[config.mk]
export PLATFORM = sky130hd
export DESIGN_NAME = snoop_fifo_wr_arbiter_flat
export DESIGN_NICKNAME = d
export VERILOG_FILES = /design/src/rtl/snoop_fifo_wr_arbiter_if.sv /design/src/rtl/snoop_fifo_wr_arbiter.sv /design/src/flat_wrapper.sv
export SDC_FILE = /design/constraint.sdc
export NUM_CORES = 1
export LEC_CHECK = 0
export ABC_CLOCK_PERIOD_IN_PS = 5270
export CAP_MARGIN = 20
export CORE_AREA = 2 2 393 395
export DETAILED_ROUTE_END_ITERATION = 10
export DIE_AREA = 0 0 395 397
export GPL_TIMING_DRIVEN = 0
export HOLD_SLACK_MARGIN = 0.06
export PLACE_DENSITY = 0.4
export SYNTH_ARGS = -nofsm -noshare
export SYNTH_HDL_FRONTEND = slang
export SYNTH_SLANG_ARGS = --single-unit
export TNS_END_PERCENT = 100
[constraint.sdc]
create_clock -name clk -period 5.27 [get_ports clk]
set_clock_uncertainty 0.05 [all_clocks]
set_input_delay 0.527 -clock clk [delete_from_list [all_inputs] [get_ports clk]]
set_output_delay 0.527 -clock clk [all_outputs]
set_load 0.01 [all_outputs]
[src/rtl/snoop_fifo_wr_arbiter_if.sv]
// ============================================================================
// Module   : snoop_fifo_wr_arbiter_if
// Brief    : Requester and FIFO write/snoop signal bundle for the write arbiter
// Revision : 1.0 - initial release
// ============================================================================
`default_nettype none

interface snoop_fifo_wr_arbiter_if #(
  parameter int NREQ = 4,
  parameter int DW   = 164
);
  logic [NREQ-1:0]    req_valid;
  logic [NREQ*DW-1:0] req_data;
  logic [NREQ-1:0]    req_ready;
  logic               req_dup;
  logic [DW-1:0]      fifo_wdata;
  logic               fifo_wvalid;
  logic               fifo_wready;
  logic [DW-1:0]      fifo_sdata;
  logic               fifo_svalid;
  logic               fifo_smatch;

  // master: the arbiter itself
  modport master (
    input  req_valid, req_data, fifo_wready, fifo_smatch,
    output req_ready, req_dup, fifo_wdata, fifo_wvalid, fifo_sdata, fifo_svalid
  );

  // slave: requesters plus FIFO as seen from outside the arbiter
  modport slave (
    output req_valid, req_data, fifo_wready, fifo_smatch,
    input  req_ready, req_dup, fifo_wdata, fifo_wvalid, fifo_sdata, fifo_svalid
  );
endinterface

`default_nettype wire

[src/rtl/snoop_fifo_wr_arbiter.sv]
// ============================================================================
// Module   : snoop_fifo_wr_arbiter
// Brief    : Round-robin write-port arbiter for the snoopable FIFO. Optional
//            duplicate drop (snoop before write) when SNOOP_ARB_DEDUP_EN is
//            defined.
// Revision : 1.0 - initial release
// ============================================================================
`default_nettype none

module snoop_fifo_wr_arbiter #(
  parameter int NREQ = 4,
  parameter int DW   = 164,
  parameter int CW   = 8
) (
  input  wire logic                 clk,
  input  wire logic                 rstn,
  snoop_fifo_wr_arbiter_if.master   bus,
  output logic [CW-1:0]             drop_count
);

  localparam int GW = (NREQ > 1) ? $clog2(NREQ) : 1;
  localparam logic [GW:0] c_NREQ = (GW+1)'(NREQ);

  typedef enum logic [1:0] {
    ST_IDLE  = 2'd0,
    ST_SNOOP = 2'd1,
    ST_WRITE = 2'd2
  } state_t;

  state_t          r_state;
  state_t          w_state_nxt;
  logic [GW-1:0]   r_g;
  logic [GW-1:0]   r_ptr;
  logic [DW-1:0]   r_wd;

  logic [DW-1:0]   w_words [NREQ];
  logic            w_found;
  logic [GW-1:0]   w_pick;
  logic [GW:0]     w_scan;
  logic [GW:0]     w_ptr_sum;
  logic [GW-1:0]   w_ptr_nxt;
  logic            w_grant;
  logic [NREQ-1:0] w_onehot;
  logic [NREQ-1:0] w_ready;
  logic            w_wvalid;
  logic [DW-1:0]   w_wdata;
`ifdef SNOOP_ARB_DEDUP_EN
  logic            w_svalid;
  logic [DW-1:0]   w_sdata;
  logic            w_dup;
  logic            w_drop;
  logic [CW-1:0]   r_drop_count;
`endif

  for (genvar i = 0; i < NREQ; i++) begin : g_unpack
    assign w_words[i] = bus.req_data[i*DW +: DW];
  end

  // Scan from the round-robin pointer, wrapping modulo NREQ.
  always_comb begin
    w_found = 1'b0;
    w_pick  = '0;
    w_scan  = '0;
    for (int k = 0; k < NREQ; k++) begin
      w_scan = {1'b0, r_ptr} + (GW+1)'(k);
      if (w_scan >= c_NREQ) begin
        w_scan = w_scan - c_NREQ;
      end
      if (!w_found && bus.req_valid[w_scan[GW-1:0]]) begin
        w_found = 1'b1;
        w_pick  = w_scan[GW-1:0];
      end
    end
  end

  always_comb begin
    w_ptr_sum = {1'b0, w_pick} + (GW+1)'(1);
    if (w_ptr_sum >= c_NREQ) begin
      w_ptr_sum = '0;
    end
    w_ptr_nxt = w_ptr_sum[GW-1:0];
  end

  assign w_onehot = NREQ'(1) << r_g;

  always_comb begin
    w_state_nxt = r_state;
    w_grant     = 1'b0;
    w_ready     = '0;
    w_wvalid    = 1'b0;
    w_wdata     = '0;
`ifdef SNOOP_ARB_DEDUP_EN
    w_svalid    = 1'b0;
    w_sdata     = '0;
    w_dup       = 1'b0;
    w_drop      = 1'b0;
`endif
    case (r_state)
      ST_IDLE: begin
        if (w_found) begin
          w_grant = 1'b1;
`ifdef SNOOP_ARB_DEDUP_EN
          w_state_nxt = ST_SNOOP;
`else
          w_state_nxt = ST_WRITE;
`endif
        end
      end
`ifdef SNOOP_ARB_DEDUP_EN
      ST_SNOOP: begin
        w_svalid = 1'b1;
        w_sdata  = r_wd;
        if (bus.fifo_smatch) begin
          w_ready     = w_onehot;
          w_dup       = 1'b1;
          w_drop      = 1'b1;
          w_state_nxt = ST_IDLE;
        end else begin
          w_state_nxt = ST_WRITE;
        end
      end
`endif
      ST_WRITE: begin
        // Full FIFO simply holds here; the word is never abandoned.
        w_wvalid = 1'b1;
        w_wdata  = r_wd;
        if (bus.fifo_wready) begin
          w_ready     = w_onehot;
          w_state_nxt = ST_IDLE;
        end
      end
      default: w_state_nxt = ST_IDLE;
    endcase
  end

  always_ff @(posedge clk) begin
    if (rstn) begin
      r_state <= ST_IDLE;
      r_g     <= '0;
      r_ptr   <= '0;
      r_wd    <= '0;
    end else begin
      r_state <= w_state_nxt;
      if (w_grant) begin
        r_g   <= w_pick;
        r_wd  <= w_words[w_pick];
        r_ptr <= w_ptr_nxt;
      end
    end
  end

`ifdef SNOOP_ARB_DEDUP_EN
  always_ff @(posedge clk) begin
    if (rstn) begin
      r_drop_count <= '0;
    end else if (w_drop && (r_drop_count != {CW{1'b1}})) begin
      r_drop_count <= r_drop_count + 1'b1;
    end
  end

  assign drop_count      = r_drop_count;
  assign bus.fifo_svalid = w_svalid;
  assign bus.fifo_sdata  = w_sdata;
  assign bus.req_dup     = w_dup;
`else
  logic w_unused_smatch;
  assign w_unused_smatch = bus.fifo_smatch;

  assign drop_count      = '0;
  assign bus.fifo_svalid = 1'b0;
  assign bus.fifo_sdata  = '0;
  assign bus.req_dup     = 1'b0;
`endif

  assign bus.req_ready   = w_ready;
  assign bus.fifo_wvalid = w_wvalid;
  assign bus.fifo_wdata  = w_wdata;

endmodule

`default_nettype wire

[src/flat_wrapper.sv]
// flat-port wrapper written by rule: the top's interface ports become plain ports
module snoop_fifo_wr_arbiter_flat 
#(
  parameter int NREQ = 4,
  parameter int DW   = 164,
  parameter int CW   = 8
)
  (clk, rstn, drop_count, bus_req_valid, bus_req_data, bus_fifo_wready, bus_fifo_smatch, bus_req_ready, bus_req_dup, bus_fifo_wdata, bus_fifo_wvalid, bus_fifo_sdata, bus_fifo_svalid);
  snoop_fifo_wr_arbiter_if #(.NREQ(NREQ), .DW(DW)) bus_i ();
  input  wire logic clk;
  input  wire logic rstn;
  output logic [CW-1:0] drop_count;
  input wire logic [$bits(bus_i.req_valid)-1:0] bus_req_valid;
  input wire logic [$bits(bus_i.req_data)-1:0] bus_req_data;
  input wire logic [$bits(bus_i.fifo_wready)-1:0] bus_fifo_wready;
  input wire logic [$bits(bus_i.fifo_smatch)-1:0] bus_fifo_smatch;
  output wire logic [$bits(bus_i.req_ready)-1:0] bus_req_ready;
  output wire logic [$bits(bus_i.req_dup)-1:0] bus_req_dup;
  output wire logic [$bits(bus_i.fifo_wdata)-1:0] bus_fifo_wdata;
  output wire logic [$bits(bus_i.fifo_wvalid)-1:0] bus_fifo_wvalid;
  output wire logic [$bits(bus_i.fifo_sdata)-1:0] bus_fifo_sdata;
  output wire logic [$bits(bus_i.fifo_svalid)-1:0] bus_fifo_svalid;
  assign bus_i.req_valid = bus_req_valid;
  assign bus_i.req_data = bus_req_data;
  assign bus_i.fifo_wready = bus_fifo_wready;
  assign bus_i.fifo_smatch = bus_fifo_smatch;
  assign bus_req_ready = bus_i.req_ready;
  assign bus_req_dup = bus_i.req_dup;
  assign bus_fifo_wdata = bus_i.fifo_wdata;
  assign bus_fifo_wvalid = bus_i.fifo_wvalid;
  assign bus_fifo_sdata = bus_i.fifo_sdata;
  assign bus_fifo_svalid = bus_i.fifo_svalid;
  snoop_fifo_wr_arbiter #(.NREQ(NREQ), .DW(DW), .CW(CW)) u_core (.clk(clk), .rstn(rstn), .bus(bus_i), .drop_count(drop_count));
endmodule
==> impl_summary.md, run 1 <==
Synth
The average size of a mapped cell is 9.50 um2. Synthesis inferred 169 register bits. The instance count of the mapped netlist is 1,310.

Of the synthesized area, sequential elements account for 0.272. After synthesis the cells add up to 12,400 um2. The leading area contributor after synthesis is dfxtp_1. Counting distinct cell types in the post-synthesis netlist gives 27.

After synthesis, the cell types taking the most area are dfxtp_1 (27%), mux2i_1 (26%), o221ai_2 (11%). The top-area cell type share of the netlist area is 0.272. The total number of yosys warnings is 0.

Placement
The port buffer count is 831. The wire-length estimate of the detail-placed layout is roughly 100 mm. Once placement finished, the instance area stood at about 24,000 um2.

The global placer's final weighted congestion is between 0.8 and 0.9. In this run, placement finished with an instance count of 4,360.

Layout
Leaving out fill and tap cells, the most frequent cell in the layout is clkdlybuf4s50_1. In the final layout, the share of cells above drive strength 1 is 0.161. The number of nets at the end of the flow is 2,999. The finished cells cover 24,700 um2.

Leaving out fill and tap cells, the most frequent cells in the layout are clkdlybuf4s50_1 (831), mux2i_1 (329), buf_4 (175), conb_1 (174), dfxtp_1 (169). At the end of the flow the core is filled with cells to 0.161. The signed area change from the synthesized netlist to the final layout is 98.3%.

Once layout is complete, the cells apart from fillers number 4,415.

Worst setup path
STA classifies the critical path startpoint as a flip-flop. The dominant delay contributor by cell family on the critical path is buffers and inverters. The data arrival time of the worst path is 3.43 ns. For flop-to-flop paths, the worst setup slack is 2.14 ns. The largest fanout on the critical path is 10. Among all stages on the critical path, the largest delay is contributed by clkbuf_1. Walking the worst path, the cells encountered are clkbuf_2 -> clkbuf_2 -> buf_12 -> clkbuf_1 -> and2_1 -> clkdlybuf4s50_1. Counting buffers and inverters, the worst setup path is 6 cells deep. The critical path start-end classification is flip-flop to primary output. Counting stages on the worst path, the most repeated cell is clkbuf_2. Tracing the worst setup path back leads to its startpoint at u_core.r_state[1].

The number of buffers and inverters on the critical path is 5. The kind of capture point of the worst setup path is a primary output. For the worst flop-to-flop path, the logic depth is 8. The required time of the worst setup path is 4.69 ns. The end of the critical path is bus_fifo_wdata[105].

The delay contributed by the slowest stage of the critical path is ~0.64 ns. The reg-to-reg critical path endpoint is u_core.r_wd[9]. In this run the critical register-to-register path is launched from u_core.r_ptr[1].

Clocking
The quantity of gates resized following cts is 0. The cell at the root of the clock tree is clkbuf_16. The worst-skew pair later-pin latency is 0.51 ns. The quantity of hold-fixing buffers added after cts is 0. The TritonCTS sink count is 169.

The clock-pin slew on the worst setup and hold paths is ~0.080 ns. The maximum number of buffers from clock root to sink is 2. The TritonCTS clock tree is yes. The number of H-tree levels is 4. The number of buffers inserted during clock tree synthesis is 17. The count of buffers added by post-CTS timing repair for setup is 0.

Floorplan
Measured along the y axis, the die boundary spans between 300 and 400 um. The floorplan step defined a die boundary enclosing about 160,000 um2. The die span in x is about 400 um. 1,007 I/O pins were placed.

The region available for standard cell placement spans ~150,000 um2. The effective utilization at floorplan is 0.0814. The row count is 144.

STA
Measured against its own limit, the worst slew margin works out to 0.329. The slew at the pin closest to its max-slew limit is 0.997 ns. The time the final worst path needs with I/O delays and setup is 4.01 ns. The worst hold margin is 0.410 ns. The maximum clock frequency is 250 MHz. The total of endpoints with negative setup slack in the final report is 0. Setup repair after global routing left no endpoint under its margin.

After routing, the total negative slack on setup checks comes to 0 ns. The share of the clock period used by the worst path is 0.761. The final count of hold timing violations is 0.

The max-slew violation count is 0.

Pwr
The highest ir drop seen on vdd is ~0.19 mV. The total leakage power is 9.39 nW. Dividing total power by cell area gives a power density of 217 nW/um2.

Global route
The number of antenna violations at the first check in global routing came to roughly 120. For this run, the total global-route usage over all layers was measured as 0.148. The via count of the first global-routing pass came to 13,800. Entering global routing, the biggest net connects 17 pins. The wire length of the first global-routing pass is 149 mm. The leftover overflow at the end of global routing is 0.

Hold path
The type of the tightest min-delay check is flip-flop to flip-flop. Counting instances, the worst hold path has a depth of 2.

Detailed routing
The detail route stage leaves a number of antenna-violating nets equal to 0. The routed wire length is 120 mm. The routed length per instance is approximately 27 um. Using the TritonRoute via totals, the vias-per-cell ratio works out to 3.15. The count of routing violations after the opening detailed-route iteration is 625. The first TritonRoute pass finished after 5 iterations.

The final route contains ~14,000 vias. The residual DRC count is 0.

Flow run
Across the run, the number of max-cap violations was 0.

Status
The flow ran to the end, and the final reports show no timing, DRC or antenna violations.
==> cell usage after synthesis, drive strengths merged <==
library cell,n
a211oi,3
a21oi,5
a221oi,1
a22o,1
and2,164
buf,249
clkbuf,35
conb,1
dfxtp,169
inv,4
mux2i,329
nand2,165
nand2b,2
nand3,1
nand3b,1
nor2,9
nor2b,1
nor3,2
nor4,1
o21ai,1
o221ai,164
or4,1
xnor2,1
==> metrics by stage <==
step                total power [mW]  setup WS [ns]
finish                          5.36           1.26
global route                    5.66          0.975
CTS                             5.51          0.955
detailed placement              3.95           1.16
global placement                3.95        -0.0771
floorplan                       2.67           3.28
==> sequential cells by signal, indices dropped and copies added (netlist names) <==
signal,flops
u_core.r_ptr,2
u_core.r_g,2
u_core.r_state,1
u_core.r_wd,164
==> layer usage <==
metal,vias to the layer above,GRT usage,routed length [um]
met1,6453,0.171,47900
li1,6456,-,-
met4,46,0.0361,2410
met5,-,0,299
met3,200,0.0556,10500
met2,731,0.256,59300
==> how the worst min path moves through the flow <==
stage                startpoint          endpoint  slack, ns
2_1_floorplan   u_core.r_wd[86]   u_core.r_wd[86]       0.37
3_3_place_gp    u_core.r_wd[34]   u_core.r_wd[34]       0.38
3_5_place_dp    u_core.r_wd[22]   u_core.r_wd[22]       0.39
4_1_cts         u_core.r_wd[83]   u_core.r_wd[83]       0.41
5_1_grt        u_core.r_wd[120]  u_core.r_wd[120]       0.43
6_report       u_core.r_wd[111]  u_core.r_wd[111]       0.41
==> cell type report <==
type / instances / area, um2
multi-input cells: 1026 / 7770
clock inverters: 13 / 160
fillers: 17300 / 128000
repair buffers: 833 / 8370
flip-flops and latches: 169 / 3380
well taps: 2044 / 2560
inverters: 4 / 15.0
plain buffers: 284 / 1930
diodes: 23 / 57.6
clock buffers: 19 / 433
==> report_power, final <==
part           leakage [nW]  internal [mW]  total, mW  switching [mW]
sequential             1.40           1.47       1.58           0.107
clock                 0.278          0.713       1.47           0.761
combinational          7.72           1.16       2.31            1.14
==> worst min-delay path: cells and delay by family, from the launching register on <==
kind / cells / cell delay [ns]
flip-flops: 1 / 0.33
AND/OR/NAND/NOR: 1 / 0.06
AO/OA/AOI/OAI: 1 / 0.05
==> cell families after synthesis <==
logic type	Yosys count	share of synthesized area
AND/OR/NAND/NOR	347	0.140
AO/OA/AOI/OAI	175	0.167
other	1	0.000301
multiplexers	329	0.265
flip-flops	169	0.272
buffers and inverters	288	0.156
XOR/XNOR	1	0.000704
(Power assumes the default switching activity.)
==> run 2, diff against run 1 <==
--- a/config.mk
+++ b/config.mk
@@ -5,14 +5,14 @@
 export SDC_FILE = /design/constraint.sdc
 export NUM_CORES = 1
 export LEC_CHECK = 0
-export ABC_CLOCK_PERIOD_IN_PS = 5270
+export ABC_CLOCK_PERIOD_IN_PS = 3550
 export CAP_MARGIN = 20
-export CORE_AREA = 2 2 393 395
+export CORE_AREA = 2 2 387 389
 export DETAILED_ROUTE_END_ITERATION = 10
-export DIE_AREA = 0 0 395 397
+export DIE_AREA = 0 0 389 391
 export GPL_TIMING_DRIVEN = 0
 export HOLD_SLACK_MARGIN = 0.06
-export PLACE_DENSITY = 0.4
+export PLACE_DENSITY = 0.41
 export SYNTH_ARGS = -nofsm -noshare
 export SYNTH_HDL_FRONTEND = slang
 export SYNTH_SLANG_ARGS = --single-unit
==> constraint.sdc (replaced) <==
create_clock -name clk -period 3.55 [get_ports clk]
set_clock_uncertainty 0.05 [all_clocks]
set_input_delay 0.355 -clock clk [delete_from_list [all_inputs] [get_ports clk]]
set_output_delay 0.355 -clock clk [all_outputs]
set_load 0.01 [all_outputs]
==> impl_summary.md, run 2 (synthesized netlist as in run 1, its figures left out) <==
Worst setup path
The end of the critical path is u_core.r_wd[25]. Along the worst path, the maximum fanout reaches 10. The worst setup path is captured at a flip-flop. The worst register-to-register path begins at u_core.r_ptr[1]. The worst setup path is launched from a flip-flop.

For the worst setup path, the data arrival time is 3.76 ns. The reg-to-reg critical path endpoint is u_core.r_wd[25]. The reg2reg setup slack is 0.15 ns.

The required time of the worst setup path is roughly 3.9 ns. Counting cells, the worst reg-to-reg path comes to 8. Tracing the worst setup path back leads to its startpoint at u_core.r_ptr[1]. The critical path is of the flip-flop to flip-flop type.

Clocking
The worst-skew pair later-pin latency is 0.54 ns. The TritonCTS sink count is 169. The root buffer cell chosen for the clock tree is clkbuf_16.

The number of buffers inserted during clock tree synthesis is 17. TritonCTS built the clock tree. The clock-pin slew on the worst setup and hold paths is about 0.090 ns. The H-tree generated during clock tree synthesis spans 4 levels.

The longest clock path from root to sink contains 2 buffers.

Detailed routing
The number of routed nets with antenna violations is 0. The via count is 14,000. The post-detailed-route via-to-cell ratio is 3.24.

The count of routing violations after the opening detailed-route iteration is 619. After detailed routing, the number of remaining DRC violations is 0. For this block, the routed nets add up to 118 mm of wire. For this run, the detailed router's first-pass iteration total came to 5. After detailed routing, the average wire length per cell comes to 27.4 um.

Layout
The number of flip-flops in the largest register is around 160. Relative to the synthesized area, the layout overhead comes to 97.3%. The register with the most flip-flops in the final layout is u_core.r_wd.

Leaving out fill and tap cells, the most frequent cells in the layout are clkdlybuf4s50_1 (831), mux2i_1 (328), buf_4 (175), conb_1 (174), dfxtp_1 (169). For this run, the post-layout net count is 2,997. The multi-input combinational cells in the finished layout cover a total of 7770 um2. The leading cell type in the layout, fill and taps excluded is clkdlybuf4s50_1. Measured on the finished design, the core utilization comes to 0.165. The largest registers in the layout are u_core.r_wd: 164 flops, u_core.r_g: 2 flops, u_core.r_ptr: 2 flops. In the final layout, flip-flops and latches occupy 3380 um2.

The fraction of final layout cells sized beyond drive strength 1 is 0.162. Fill cells in the final layout number 16,800.

Placement
The placed wire-length estimate is 102 mm. The global placer's final weighted congestion is 0.833. The worst setup slack before clock tree synthesis is -0.657 ns.

During placement, the flow inserted port buffers numbering approximately 830.

Floorplan
For this configuration, the core starts out at a cell density of 0.0838. The die area is 152,000 um2. 1,007 I/O pins were placed. The height of the chip is 391 um.

The floorplan has 142 rows. The core box area is 149,000 um2. Measured along the x axis, the die boundary spans 389 um.

STA
Headroom to the max-slew limit came out at 0.440. In the finished design, the share of the clock period the worst path needs comes to 0.959. Setup slack on the critical path of the routed design comes to 0.147 ns. The worst path in the final design needs a cycle of 3.40 ns, including I/O delays and setup. The max-slew violation count is 0. The aggregate negative setup slack is 0 ns. The worst hold margin is between 0.4 and 0.5 ns. The total of endpoints with negative setup slack in the final report is 0. The final count of hold timing violations came to 0.

The slew at the pin closest to its max-slew limit is 0.840 ns. The maximum clock frequency is approximately 300 MHz.

Pwr
The analysis attributes to cell leakage a power of 9.40 nW. The power per standard cell area is 325 nW/um2. The completed layout was analyzed and its total power is 7.98 mW. VDD sags by at most 0.249 mV.

Status
The run finished with clean final reports.

Global route
The via count of the first global-routing pass is 13,900. Global routing finished with a remaining overflow of 0. Entering global routing, the biggest net connects 17 pins. The first global-routing pass estimated 147 mm of wire. The number of antenna violations at the first check in global routing is 128. The combined global-route utilization of all metal layers is 0.150.

Hold path
In this run the worst hold path is classified as flip-flop to flip-flop.

Flow run
Max-cap violations in this run came to 0.
-- run 2: changes by cell type in the layout (fill, tap and decap cells not counted), sizes merged --
cell	before	now
buf	251	249
clkbuf	54	55
clkinv	3	1
clkinvlp	3	2
diode	23	26
inv	9	11
-- run 2: power breakdown --
| part | leakage, nW | total [mW] | internal, mW | switching, mW |
|---|---|---|---|---|
| Combinational | 7.71 | 3.40 | 1.73 | 1.68 |
| Sequential | 1.40 | 2.35 | 2.18 | 0.165 |
| Clock | 0.293 | 2.23 | 1.10 | 1.13 |
-- run 2: metrics by stage --
step,cells,area [um2]
floorplan,1483,13100
CTS,4290,24500
global route,4307,24500
global placement,4258,23800
finish,4316,24600
detailed placement,4258,23900
-- run 2: worst min-delay path by stage --
stage / endpoint / start / depth (start not counted) / slack (ns)
4_1_cts: u_core.r_state[1] / bus_fifo_wready / 2 / 0.38
6_report: u_core.r_wd[115] / u_core.r_wd[115] / 2 / 0.41
2_1_floorplan: u_core.r_wd[86] / u_core.r_wd[86] / 2 / 0.37
5_1_grt: u_core.r_wd[3] / bus_req_data[167] / 3 / 0.41
3_5_place_dp: u_core.r_wd[74] / u_core.r_wd[74] / 2 / 0.39
3_3_place_gp: u_core.r_wd[78] / u_core.r_wd[78] / 2 / 0.39
-- run 2: cell type report --
class                   count  share of cell area
repair buffers            831               0.339
clock buffers              20              0.0186
diodes                     26             0.00265
plain buffers             284              0.0799
well taps                1944              0.0991
multi-input cells        1026               0.317
clock inverters            12             0.00611
inverters                   4            0.000611
flip-flops and latches    169               0.138
-- run 2: worst max-delay path: stages (launching register included) --
cell,delay (ns)
dfxtp_1,0.40
a21oi_1,0.17
o21ai_0,0.10
a21oi_1,0.14
buf_2,0.18
buf_2,0.68
buf_2,0.63
mux2i_1,0.72
o221ai_2,0.15
-- run 2: timing repair --
item	CTS	global route
hold buffers	0	0
endpoints found under the setup margin	142	0
buffers inserted	0	0
resized for setup	11	0
endpoints found under the hold margin	0	0
-- run 2: metal layers --
| layer | track usage | vias up | share of wire |
|---|---|---|---|
| met5 | 0.00223 | - | 0.0033 |
| met4 | 0.0586 | 64 | 0.023 |
| met3 | 0.0620 | 247 | 0.089 |
| met2 | 0.245 | 738 | 0.48 |
| met1 | 0.175 | 6462 | 0.41 |
| li1 | - | 6468 | - |
